### src/rtl/pe_start_srl_fifo_ctrl.sv
// Shift-register start FIFO feeding one PE start input: storage, occupancy and registered flags.
// Define PE_START_FIFO_OUTREG_EN for a registered output stage (capacity DEPTH+1).
module pe_start_srl_fifo_ctrl #(
    parameter int DATA_WIDTH = 1,
    parameter int ADDR_WIDTH = 1,
    parameter int DEPTH      = 2
) (
    input  logic                  clk,
    input  logic                  reset,
    input  logic                  if_write_ce,
    input  logic                  if_write,
    input  logic [DATA_WIDTH-1:0] if_din,
    output logic                  if_full_n,
    input  logic                  if_read_ce,
    input  logic                  if_read,
    output logic [DATA_WIDTH-1:0] if_dout,
    output logic                  if_empty_n,
    output logic [ADDR_WIDTH+1:0] if_num_data_valid,
    output logic [ADDR_WIDTH+1:0] if_fifo_cap
);
    localparam int CW = ADDR_WIDTH + 1;

    logic [DATA_WIDTH-1:0] r_mem [DEPTH];
    logic [CW-1:0]         r_cnt;
    logic                  r_full_n;
    logic [CW-1:0]         w_cnt_nxt;
    logic [ADDR_WIDTH-1:0] w_addr;
    logic [DATA_WIDTH-1:0] w_mem_dout;
    logic                  w_wr;
    logic                  w_rd;
    logic                  w_pop;

    assign w_wr       = if_write & if_write_ce & r_full_n;
    assign w_addr     = (r_cnt == '0) ? '0 : ADDR_WIDTH'(r_cnt - CW'(1));
    assign w_mem_dout = r_mem[w_addr];
    assign if_full_n  = r_full_n;

    // Storage is data only: never reset, entries beyond cnt are simply ignored.
    always_ff @(posedge clk) begin
        if (w_wr) begin
            r_mem[0] <= if_din;
            for (int i = 1; i < DEPTH; i++)
                r_mem[i] <= r_mem[i-1];
        end
    end

    always_comb begin
        w_cnt_nxt = r_cnt;
        if (w_wr && !w_pop)
            w_cnt_nxt = r_cnt + CW'(1);
        else if (w_pop && !w_wr)
            w_cnt_nxt = r_cnt - CW'(1);
    end

    always_ff @(posedge clk or posedge reset) begin
        if (reset) begin
            r_cnt    <= '0;
            r_full_n <= 1'b1;
        end else begin
            r_cnt    <= w_cnt_nxt;
            r_full_n <= (w_cnt_nxt != CW'(DEPTH));
        end
    end

`ifdef PE_START_FIFO_OUTREG_EN
    logic [DATA_WIDTH-1:0] r_out;
    logic                  r_ovld;

    // The output register refills whenever it is empty or being drained this cycle.
    assign w_rd  = if_read & if_read_ce & r_ovld;
    assign w_pop = (r_cnt != '0) & (~r_ovld | w_rd);

    always_ff @(posedge clk) begin
        if (w_pop)
            r_out <= w_mem_dout;
    end

    always_ff @(posedge clk or posedge reset) begin
        if (reset)
            r_ovld <= 1'b0;
        else if (w_pop)
            r_ovld <= 1'b1;
        else if (w_rd)
            r_ovld <= 1'b0;
    end

    assign if_dout           = r_out;
    assign if_empty_n        = r_ovld;
    assign if_num_data_valid = (ADDR_WIDTH+2)'(r_cnt) + (ADDR_WIDTH+2)'(r_ovld);
    assign if_fifo_cap       = (ADDR_WIDTH+2)'(DEPTH + 1);
`else
    logic r_empty_n;

    assign w_rd  = if_read & if_read_ce & r_empty_n;
    assign w_pop = w_rd;

    always_ff @(posedge clk or posedge reset) begin
        if (reset)
            r_empty_n <= 1'b0;
        else
            r_empty_n <= (w_cnt_nxt != '0);
    end

    assign if_dout           = w_mem_dout;
    assign if_empty_n        = r_empty_n;
    assign if_num_data_valid = (ADDR_WIDTH+2)'(r_cnt);
    assign if_fifo_cap       = (ADDR_WIDTH+2)'(DEPTH);
`endif

endmodule

### config.mk
export PLATFORM = sky130hd
export DESIGN_NAME = pe_start_srl_fifo_ctrl
export DESIGN_NICKNAME = d
export VERILOG_FILES = /design/src/rtl/pe_start_srl_fifo_ctrl.sv
export SDC_FILE = /design/constraint.sdc
export NUM_CORES = 1
export LEC_CHECK = 0
export ABC_AREA = 1
export ABC_CLOCK_PERIOD_IN_PS = 1540
export BUFFER_PORTS_ARGS = -buffer_cell sky130_fd_sc_hd__buf_2
export CORE_AREA = 2 2 39 41
export DETAILED_ROUTE_END_ITERATION = 6
export DIE_AREA = 0 0 41 43
export HOLD_SLACK_MARGIN = 0.12
export SYNTH_ARGS = -nofsm -noshare
export SYNTH_HDL_FRONTEND = slang
export SYNTH_SLANG_ARGS = --single-unit
### constraint.sdc
create_clock -name clk -period 1.54 [get_ports clk]
set_input_delay 0.154 -clock clk [delete_from_list [all_inputs] [get_ports clk]]
set_output_delay 0.154 -clock clk [all_outputs]
set_load 0.005 [all_outputs]
# Yosys cells after proc, flatten, opt, wreduce, memory -nomap -nowiden
# Memory sizes are Yosys's and may differ from the RTL's.
# Index checks and enable logic that the tools add are counted.
# word_totals
ff_bits	4
ram_bits	2
out_inout_bits	9
wordCells	22
memories	1
# memory_table
memory	depth	width	rd	rd_ports_with_merged_regs	wr	line	source
r_mem	2	1	2	0	2	23	logic [DATA_WIDTH-1:0] r_mem [DEPTH];
# op_classes
add_sub_neg	2
eq_ne	1
muxes	5
n_bitwise	4
n_reduce_logical	6
# ops
op	count
1-bit AND	4
2-bit two-way mux	2
1-bit two-way mux	3
2-bit by 1-bit adder with 2-bit output (second input constant)	1
1-bit logical AND	2
1-bit zero test	2
2-bit zero test	1
2-bit != test (second input constant)	1
2-bit nonzero test	1
2-bit by 1-bit subtractor with 2-bit output (second input constant)	1

# Logic depth before layout (Yosys ltp)
# depth
word_depth	7
mapped_depth	8
mapped_depth_nobuf	8

# Least setup slack after synthesis
# Ideal clock, no wire load.
# synth_timing
path_kind	register -> register
start	register r_cnt[0]
end	register r_empty_n, in the netlist if_empty_n
setup_ps	115
t_arrival_ps	990
required_time_ps	1425
setup_slack_ps	435
stages_incl_launch_ff	9
synth_period_minus_slack_ps	1105
cell_sequence	dfrtp_1 > inv_1 > ha_1 > inv_1 > nand2_1 > nand2_1 > nand2_2 > inv_2 > nand2_2
# synth_between
elab_chain_len	4
# synth_rtl
item	line	source
start, declared	24	logic [CW-1:0] r_cnt;
start signal, assigned	60	r_cnt <= w_cnt_nxt;
2-bit by 1-bit subtractor with 2-bit output	52	w_cnt_nxt = r_cnt - CW'(1);
2-bit two-way mux	51	else if (w_pop && !w_wr)
2-bit two-way mux *	49	if (w_wr && !w_pop)
via w_cnt_nxt[1]	26	logic [CW-1:0] w_cnt_nxt;
2-bit nonzero test *	101	r_empty_n <= (w_cnt_nxt != '0);
end signal, assigned	101	
end, declared	92	logic r_empty_n;
# The timed path passes the listed nets; every way through them passes the cells marked *.

# Worst setup path after layout
# layout_timing
start	register r_cnt[0]
end	output port if_dout
# layout_between
elab_chain_len	3
# layout_rtl
item	line	source
2-bit by 1-bit subtractor with 2-bit output / 2-bit zero test (equally long branches)	-	
1-bit two-way mux *	34	assign w_addr = (r_cnt == '0) ? '0 : ADDR_WIDTH'(r_cnt - CW'(1));
memory 2 x 1 bit *	-	
end, declared	16	output logic [DATA_WIDTH-1:0] if_dout,
# Mark *: on every way between the ends. The rest lies on a longest branch, timed or not.

==> run summary <==
count of cells along the worst hold path - 3
Avg Cell Area, Syn - 8.63 µm²
cts bufs inserted - 3
mapped cell area - 345 µm²
worst-path cell chain - inv_1, ha_1, mux2_2, buf_2
Final Critical Period - 1.44 ns
Routed Antenna Nets - 0
Setup Skew - 0.00713 ns
Area growth, synth to finish - 28.6%
CP Max Fanout - 3
# diodes - 0
setup TNS - 0 ns
register area - 161 µm²
fin. max-slew vios - 0
CP peak stage delay - 0.38 ns
Hold-fix buffers, CTS - 2
FF-to-FF path depth - 7
initial DRC count - 1
required time worst endpoint - 1.39 ns
multi-input logic area - 135 µm²
Psw - 266 µW
Die H - 43 µm
initial core utilization - 25.0%
share of cells above drive strength 1 - 43.6%
gpl congestion - 0.628
PortBufs - 11
Congestion Overflow GR - 0
RR Endpoint - if_empty_n
initial antenna violation count - 0
DRT Pass-1 Iters - 2
CTS H-Tree Depth - 1
fill count - 155
Reg power frac - 35.6%
Placeable Area - 1380 µm²
Crit path max-delay family - flip-flops
pwr dens - 1640 nW/µm²
vias in the first global route - 223
Clk Latency, worst-skew pair - 0.24 ns
I/O Pins - 16
largest net degree at the start of global routing - 5
final hold viol count - 0
CP max-delay cell - dfrtp_1
Fmax - 0.696 GHz
switching part of the total - 36.5%
post_cts resized - 0
FP Rows - 14
Tcrit/Tclk final - 93.3%
Max clock buf depth - 2
RSZ-0062 raised after global routing - no
Worst setup SP type - register
Yosys warnings - 0
detailed-route via count - 257
Gate power share - 43.2%
routed vias/inst - 3.62
WP buf/inv - 2
Gate Count Post-Synth - 40
Root Driver - clkbuf_4
Stages on worst setup path - 4
post-CTS setup buffer count - 0
#FFs+latches synth - 6
synth unique cells - 14
DRC viols - 0
final wirelength - 522 µm
Post-DP HPWL - 447 µm
clock network power share - 21.2%
final design utilization - 32.1%
post-synthesis sequential area ratio - 46.7%
WL per Instance - 7.35 µm
aggregate global-route resource usage - 7.45%
status - complete, no violations
CTS Sinks - 6
Tightest Hold Check Type - primary input to register
Arr. time, crit path - 1.28 ns
endpoint class of the critical path - primary output
critical path class - register to primary output
first-pass GRT wire length - 800 µm
clk slew on worst S/H paths - 0.05 ns
CTS tree - yes
reg2reg start - if_full_n
full die area - 1760 µm²
Worst Setup SP - r_cnt[0]
Max Cap Viol - 0
die width - 41 µm
Final setup viols - 0
Final #Nets - 64
Max VDD drop - 493 µV
Pleak - 0.000242 µW
worst setup path end - if_dout
Pint - 463 µW
reg2reg setup slack - 0.40 ns
-- cell usage after synthesis --
cell type  number  share of area [%]
buf_4           4                8.7
nand3_1         4                5.8
dfstp_2         1                7.6
nand2_1         8                8.7
inv_2           2                2.2
conb_1          2                2.2
inv_1           5                5.4
nor2_1          1                1.1
ha_1            1                3.6
dfrtp_1         3                 22
mux2_2          1                3.3
nor2_4          1                3.3
nand2_2         5                9.1
edfxtp_1        2                 17
-- metrics by stage --
stage               total power (µW)  setup WS (ns)  area, µm²  hold slack, ns  cells
finish                           729          0.103        444           0.290     71
global route                     815         0.0315        444           0.284     71
CTS                              750         0.0791        444           0.280     71
detailed placement               580          0.351        398          0.0441     65
global placement                 574          0.358        398          0.0389     65
floorplan                        492          0.435        353         -0.0806     42
-- sequential cells by signal, indices dropped and copies added, names as in the netlist --
| name | flops |
|---|---|
| if_full_n | 1 |
| r_cnt | 2 |
| if_empty_n | 1 |
| r_mem | 2 |
-- layer usage --
layer | track usage (%) | part of all wire [%]
met1 | 6.82 | 41
met2 | 10.9 | 52
met3 | 6.28 | 6.3
met4 | 4.00 | 0
met5 | 0 | 0
-- logic make-up (layout without fill, tap and decap cells) --
| group | Yosys count | after routing | share of synthesized area, % |
|---|---|---|---|
| adder cells (fa/ha/maj) | 1 | 1 | 3.62 |
| other | 2 | 4 | 2.17 |
| AND/OR/NAND/NOR | 19 | 19 | 27.9 |
| buffers and inverters | 11 | 24 | 16.3 |
| flip-flops | 6 | 6 | 46.7 |
| multiplexers | 1 | 1 | 3.26 |
-- placed cells by master, fill, tap and decap left out, drive strengths merged, types with 2 or more instances in the layout --
cell type	instances
buf	11
clkbuf	4
conb	4
dfrtp	3
dlygate4sd3	2
edfxtp	2
inv	7
nand2	13
nand3	4
nor2	2
-- power by group through the flow --
stage | logic [µW] | clock network, µW | registers [µW]
2_1_floorplan | 227 | 0 | 266
3_3_place_gp | 311 | 0 | 263
3_5_place_dp | 316 | 0 | 264
4_1_cts | 323 | 165 | 262
5_1_grt | 370 | 178 | 266
6_report | 315 | 155 | 260
-- worst reg2reg max path, cell delays in order (launching register included) --
cell,delay [ns]
dfstp_2,0.54
inv_2,0.04
nor2_4,0.12
nand2_2,0.08
nand2_1,0.06
nand2_1,0.06
nand2_2,0.08
nand2_2,0.05
-- worst min path at each step --
stage / startpoint / end / slack, ns
2_1_floorplan: reset / if_empty_n / -0.08
3_3_place_gp: reset / if_empty_n / 0.04
3_5_place_dp: reset / if_empty_n / 0.04
4_1_cts: if_write_ce / r_mem[0] / 0.28
5_1_grt: if_write_ce / r_mem[0] / 0.28
6_report: if_write_ce / r_mem[0] / 0.29
-- cell type report --
class                   count  share of cell area, %
clock buffers               4                   5.92
repair buffers             13                   16.9
inverters                   7                   5.92
flip-flops and latches      6                   36.3
well taps                  16                   4.51
multi-input cells          25                   30.4
No activity file was read; power rests on OpenSTA's default activity.
